**src/rtl/exe_alu_stage.sv**
```systemverilog
// Execute stage: ALU and two-step multiply with registered result, forwarded
// control, the {N,Z,C,V} status register, and freeze/flush pipeline handling.
module exe_alu_stage #(
  parameter int unsigned WIDTH = 32
) (
  input  logic             clk,
  input  logic             rst,
  input  logic             freeze,
  input  logic             flush,
  input  logic [3:0]       exe_cmd,
  input  logic [WIDTH-1:0] val1,
  input  logic [WIDTH-1:0] val2,
  input  logic             wb_en_in,
  input  logic             mem_read_in,
  input  logic             mem_write_in,
  input  logic             status_update,
  input  logic [3:0]       dest_in,
  output logic [WIDTH-1:0] alu_result,
  output logic             wb_en,
  output logic             mem_read,
  output logic             mem_write,
  output logic [3:0]       dest,
  output logic [3:0]       status,
  output logic             mul_pending
);

  typedef enum logic [3:0] {
    CMD_MOV  = 4'b0001,
    CMD_ADD  = 4'b0010,
    CMD_ADC  = 4'b0011,
    CMD_SUB  = 4'b0100,
    CMD_SBC  = 4'b0101,
    CMD_AND  = 4'b0110,
    CMD_ORR  = 4'b0111,
    CMD_EOR  = 4'b1000,
    CMD_MVN  = 4'b1001,
    CMD_MUL1 = 4'b1100,
    CMD_MUL2 = 4'b1101
  } cmd_e;

  cmd_e                 cmd;
  logic [WIDTH-1:0]     mul_hi;
  logic [WIDTH-1:0]     res;
  logic [WIDTH-1:0]     addend;
  logic                 cin;
  logic                 is_arith;
  logic                 is_nz_only;
  logic [WIDTH:0]       sum;
  logic                 ovf;
  logic [2*WIDTH-1:0]   product;
  logic [3:0]           next_status;

  assign cmd = cmd_e'(exe_cmd);

  // Subtraction is val1 + ~val2 + carry-in, so one adder gives result, carry
  // (1 = no borrow) and overflow for all four arithmetic commands.
  assign sum     = {1'b0, val1} + {1'b0, addend} + {{WIDTH{1'b0}}, cin};
  assign ovf     = (val1[WIDTH-1] == addend[WIDTH-1]) && (sum[WIDTH-1] != val1[WIDTH-1]);
  assign product = {{WIDTH{1'b0}}, val1} * {{WIDTH{1'b0}}, val2};

  always_comb begin
    res        = '0;
    addend     = val2;
    cin        = 1'b0;
    is_arith   = 1'b0;
    is_nz_only = 1'b0;
    case (cmd)
      CMD_MOV: begin
        res        = val2;
        is_nz_only = 1'b1;
      end
      CMD_MVN: begin
        res        = ~val2;
        is_nz_only = 1'b1;
      end
      CMD_ADD: begin
        res      = sum[WIDTH-1:0];
        is_arith = 1'b1;
      end
      CMD_ADC: begin
        cin      = status[1];
        res      = sum[WIDTH-1:0];
        is_arith = 1'b1;
      end
      CMD_SUB: begin
        addend   = ~val2;
        cin      = 1'b1;
        res      = sum[WIDTH-1:0];
        is_arith = 1'b1;
      end
      CMD_SBC: begin
        addend   = ~val2;
        cin      = status[1];
        res      = sum[WIDTH-1:0];
        is_arith = 1'b1;
      end
      CMD_AND: begin
        res        = val1 & val2;
        is_nz_only = 1'b1;
      end
      CMD_ORR: begin
        res        = val1 | val2;
        is_nz_only = 1'b1;
      end
      CMD_EOR: begin
        res        = val1 ^ val2;
        is_nz_only = 1'b1;
      end
      CMD_MUL1: begin
        res        = product[WIDTH-1:0];
        is_nz_only = 1'b1;
      end
      CMD_MUL2: begin
        res        = mul_hi;
        is_nz_only = 1'b1;
      end
      default: res = '0;
    endcase
  end

  always_comb begin
    next_status = status;
    if (is_arith) begin
      next_status = {res[WIDTH-1], (res == '0), sum[WIDTH], ovf};
    end else if (is_nz_only) begin
      next_status = {res[WIDTH-1], (res == '0), status[1], status[0]};
    end
  end

  always_ff @(posedge clk or negedge rst) begin
    if (!rst) begin
      alu_result  <= '0;
      wb_en       <= 1'b0;
      mem_read    <= 1'b0;
      mem_write   <= 1'b0;
      dest        <= '0;
      status      <= '0;
      mul_hi      <= '0;
      mul_pending <= 1'b0;
    end else if (!freeze) begin
      if (flush) begin
        alu_result  <= '0;
        wb_en       <= 1'b0;
        mem_read    <= 1'b0;
        mem_write   <= 1'b0;
        dest        <= '0;
        mul_pending <= 1'b0;
      end else begin
        alu_result <= res;
        wb_en      <= wb_en_in;
        mem_read   <= mem_read_in;
        mem_write  <= mem_write_in;
        dest       <= dest_in;
        if (status_update) status <= next_status;
        if (cmd == CMD_MUL1) begin
          mul_hi      <= product[2*WIDTH-1:WIDTH];
          mul_pending <= 1'b1;
        end else if (cmd == CMD_MUL2) begin
          mul_pending <= 1'b0;
        end
      end
    end
  end

endmodule

```
**config.mk**
```make
export PLATFORM = sky130hd
export DESIGN_NAME = exe_alu_stage
export DESIGN_NICKNAME = d
export VERILOG_FILES = /design/src/rtl/exe_alu_stage.sv
export SDC_FILE = /design/constraint.sdc
export NUM_CORES = 2
export LEC_CHECK = 0
export BUFFER_PORTS_ARGS = -buffer_cell sky130_fd_sc_hd__clkbuf_2
export CAP_MARGIN = 10
export CORE_MARGIN = 3
export CORE_UTILIZATION = 30
export CTS_BUF_LIST = sky130_fd_sc_hd__clkbuf_16
export CTS_CLUSTER_SIZE = 12
export DETAILED_ROUTE_END_ITERATION = 8
export GPL_TIMING_DRIVEN = 0
export PLACE_DENSITY_LB_ADDON = 0.25
export SLEW_MARGIN = 10
export SYNTH_ARGS = -nofsm -noshare
export SYNTH_HDL_FRONTEND = slang
export SYNTH_SLANG_ARGS = --single-unit
```
**constraint.sdc**
```tcl
create_clock -name clk -period 4.9 [get_ports clk]
set_input_delay 0.735 -clock clk [delete_from_list [all_inputs] [get_ports clk]]
set_output_delay 0.735 -clock clk [all_outputs]
set_load 0.02 [all_outputs]
```
After elaboration in Yosys (flattened, before gate mapping). Cells that the tools add are included.

Equality and inequality tests: 13. Add/sub/neg operators: 2. $mul: 1. Bitwise operators: 6. Muxes and demuxes: 15. Reduce and logical (&&, ||, !) cells: 12.

Operators with widths (count): 32-bit one-hot mux with 8 select lines (1); 32-bit by 32-bit multiplier with 64-bit output (1); 32-bit 2-to-1 mux (2); 32-bit by 32-bit adder with 33-bit output (1); 33-bit by 1-bit adder with 33-bit output (1); 32-bit bitwise AND (1); 32-bit logical NOT (1); 32-bit NOT (1); 32-bit bitwise OR (1); 32-bit XOR (1); 4-bit by 3-bit == test with 1-bit output (second input constant) (4); 4-bit == test (second input constant) (4); 4-bit 2-to-1 mux (3); 4-bit by 2-bit == test with 1-bit output (second input constant) (2); 1-bit 2-to-1 mux (8); 4-bit AND reduction (2); 7-bit OR reduction (1); 4-bit by 1-bit == test with 1-bit output (second input constant) (1); 2-bit OR reduction (2); 4-bit OR reduction (1); 3-bit AND reduction (1); 3-bit nonzero test (1); 1-bit NOT (2); 1-bit one-hot mux with 2 select lines (1); other kinds (5) (5).

Word-level logic and storage cells: 58. Input port bits: 80. Bits in registers: 76. Output and inout bits: 44.

Logic depth before layout (Yosys ltp).
Word-level depth: 9. Gate-level depth with buffers: 32. Gate-level depth less buffers: 30.

Least setup slack after synthesis. No wires, ideal clock.

Path kind: input -> register. Start point: input port val2[15]. End point: register mul_hi[30]. Arrival time: 8.093 ns. Library setup time: 0.083 ns. Data required time: 4.817 ns. Path buffers: 2. Setup slack: -3.276 ns. Stages on the path: 26. Cells stage by stage: clkbuf_1 clkinv_1 buf_1 nor2_1 fa_1 fa_1 inv_1 fa_1 inv_1 fa_1 fa_1 fa_1 fa_1 fa_1 ha_1 a21o_2 and3_1 a311o_1 a22o_1 o2111ai_1 a211oi_1 o31ai_1 nand2_1 a311oi_1 mux2_2 o21ai_0.

Longest elaborated chain between the ends: 1.

RTL lines: from (decl) (line 12) `input logic [WIDTH-1:0] val2,`; 32-bit by 32-bit multiplier with 64-bit output (line 59) `assign product = {{WIDTH{1'b0}}, val1} * {{WIDTH{1'b0}}, val2};`; to (signal assigned) (line 156) `mul_hi <= product[2*WIDTH-1:WIDTH];`; to (decl) (line 42) `logic [WIDTH-1:0] mul_hi;`.

Every way passes these cells. A chain may end at the register's enable or synchronous reset.

Worst setup path after layout.
Start point: input port val1[19]. End point: register mul_hi[30].

Longest elaborated chain between the ends: 1.

RTL lines: from (decl) (line 11) `input logic [WIDTH-1:0] val1,`; 32-bit by 32-bit multiplier with 64-bit output (line 59).

Every way passes these cells.

==> impl_metrics.yaml <==
status:
  status: "finished with violations"
  violations: "negative setup slack"
routing:
  num_vias: 35965
  routed.top_layer: "met5"
  drt_pass1_iterations: 7
  drt-total-wl_um: 193000
  vias_per_cell: 5.30
  ant_nets: 0
  drc: 0
  wl_per_cell_um: 28.4
  met1Wirelength_um: 75700
  dr_wl_met3_um: 19500
  drt_iter0_drc: 3390
  wl_met2_um: 85300
sta:
  fmax_ghz: 0.124
  post-route-period-util_pct: 165
  hold_viol_final: 0
  setup_viol: 58
  fin_ws_ns: -3.18
  finalMaxSlewViolations: 0
  finClkSkew_ns: 0.0187
  period_needed_ns: 8.08
  tns_ns: -147.62
  worstMarginPinSlew_ns: 1.03
  relSlewSlack_pct: 30.8
  rsz0062_at_grt: "true"
layout:
  final_area_um2: 51500
  layout_commonest_cell: "inv_1"
  drive_gt1_share_pct: 22.4
  nets: 6374
  final_cell_mix: "inv_1 (849), fa_1 (819), nand2_1 (699)"
  n_fill_cell: 13174
  syn2layout_area_growth_pct: 30.1
critical_path:
  crit_path_end_kind: "flop"
  critPathArrivalTime_ns: 8.39
  cp_max_fo: 10
  cpMaxStageDelayCell: "fa_2"
  critical_path.most_common_cell: "fa_1"
  critPathRequiredTime_ns: 5.21
  slowest_delay_ns: 0.61
  reg2reg_slack_ns: 0.26
  rr_endpoint: "status[2]"
  rr_startpoint: "status[1]"
  timing_worst_setup_path_type: "input pin to flop"
  worstRegToRegCells: 17
  critPathLaunchType: "input pin"
synthesis:
  synth_nets: 5966
  synthFlopType: "dfrtp_1"
  synth_area_leader_cell: "fa_1"
  ys_seq_elements: 76
  syn_avg_cell_area_um2: 8.55
  yosysWarnings: 0
  ys_seq_area_share_pct: 4.80
  synthDistinctLibCells: 88
  syn_inst: 4630
  synth_area_leaders: "fa_1 (45%), ha_1 (11%), inv_1 (8.6%), nand2_1 (6.9%), dfrtp_1 (4.8%)"
  synthArstFlopShare_pct: 100
  yosys.area.top_type_share_pct: 45.4
  synth_area_um2: 39600
  synth_edf_count: 0
clock_network:
  ctsHtreeMaxLevel: 3
  clockRootBuffer: "clkbuf_16"
  cts_buffers: 9
  clkSinkCount: 76
  worstSkewPairLatency_ns: 0.39
  cts_tree: "done"
  clkTransAtPathRegs_ns: 0.08
  max-clock-path-buffers: 2
flow_run:
  cap_violations: 0
global_route:
  grt_pass1_vias: 37088
  antenna_found_initial: 7
  grt_pass1_wl_um: 273000
  grt_usage_pct: 28.2
  grt_max_degree: 44
  grt_overflow: 0
place:
  hpwl_um: 155000
  post_dp_cell_area_um2: 44300
  io_buffers: 120
  place.gp.congestion: 1.01
floorplan:
  die_area_um2: 136000
  start_util_pct: 30.4
  core_um2: 130000
  fp.dieW_um: 369
  io_pins: 124
  rows: 132
  die_h_um: 369
hold_path:
  hold_class: "input pin to asynchronous set/reset pin"
[how the worst max path moves through the flow]
| stage | startpoint | end | slack [ns] | cells after the start |
|---|---|---|---|---|
| 5_1_grt | val2[6] | mul_hi[30] | -3.31 | 28 |
| 6_report | val1[19] | mul_hi[30] | -3.18 | 25 |
| 4_1_cts | val2[16] | mul_hi[30] | -3.22 | 27 |
| 3_5_place_dp | val1[0] | mul_hi[30] | -5.20 | 29 |
| 3_3_place_gp | val1[0] | mul_hi[30] | -5.30 | 29 |
| 2_1_floorplan | val1[9] | mul_hi[30] | -2.71 | 26 |
[area by class of cell]
| class | instances | area, µm² | share of cell area [%] |
|---|---|---|---|
| sequential | 76 | 1900 | 3.69 |
| buffer | 262 | 3830 | 7.44 |
| tap | 1742 | 2180 | 4.23 |
| multi-input combinational | 3356 | 35700 | 69.3 |
| antenna | 4 | 10.0 | 0.0194 |
| clock buffer | 9 | 225 | 0.437 |
| inverter | 931 | 3810 | 7.41 |
| timing repair buffer | 402 | 3770 | 7.33 |
| clock inverter | 7 | 88.8 | 0.173 |
[critical path, delay by kind of cell]
kind | cells | cell delay (ns)
AND/OR/NAND/NOR | 2 | 0.27
AO/OA/AOI/OAI | 9 | 1.99
buffers and inverters | 4 | 0.57
adder cells (fa/ha/maj) | 9 | 4.45
multiplexers | 1 | 0.34
[kinds of logic after synthesis]
kind of cell / share of synthesized area (%)
compound gates: 9.16
xor+xnor: 2.88
fa+ha+maj: 56.7
buf+inv: 11.6
flops: 4.80
mux: 0.379
simple gates: 14.5
[layer usage]
| metal | global-route usage, % | vias up |
|---|---|---|
| met2 | 44.1 | 1836 |
| met5 | 0 | - |
| met3 | 6.56 | 462 |
| li1 | - | 14923 |
| met4 | 13.3 | 4 |
| met1 | 36.8 | 18740 |
[state kept, by name, indices dropped and copies added, names as in the netlist]
signal / count
dest: 4
status: 4
mul_hi: 32
alu_result: 32
mem_write: 1
mem_read: 1
mul_pending: 1
wb_en: 1
[cell usage after synthesis (all sizes together) (18+ instances only)]
library cell	count
fa	898
xnor2	88
o21ai	157
nor2	500
nand2b	35
inv	915
xor2	42
nor3	22
a211oi	20
nand3	26
clkbuf	197
a221oi	19
a21o	51
a21oi	130
dfrtp	76
buf	69
ha	358
o211ai	18
nand2	732
[timing repair]
action                     CTS  global route
resized for setup          662           370
cloned                       1             2
setup endpoints to repair   65            62
setup buffers              209            74
pin swaps                  153           183
hold buffers                 0             0
[through the flow]
step | hold slack [ns] | worst slack [ns] | std cells | util (%)
global route | 0.368 | -3.31 | 6785 | 39.5
CTS | 0.331 | -3.22 | 6717 | 38.0
floorplan | 0.439 | -2.71 | 4630 | -
global placement | 0.468 | -5.30 | 6492 | 34.0
finish | 0.333 | -3.18 | 6789 | 39.5
detailed placement | 0.478 | -5.20 | 6493 | 34.0
Power is left out: the tool's default activity adds up to more than one toggle a clock period on the data nets, which glitch-free logic cannot reach.
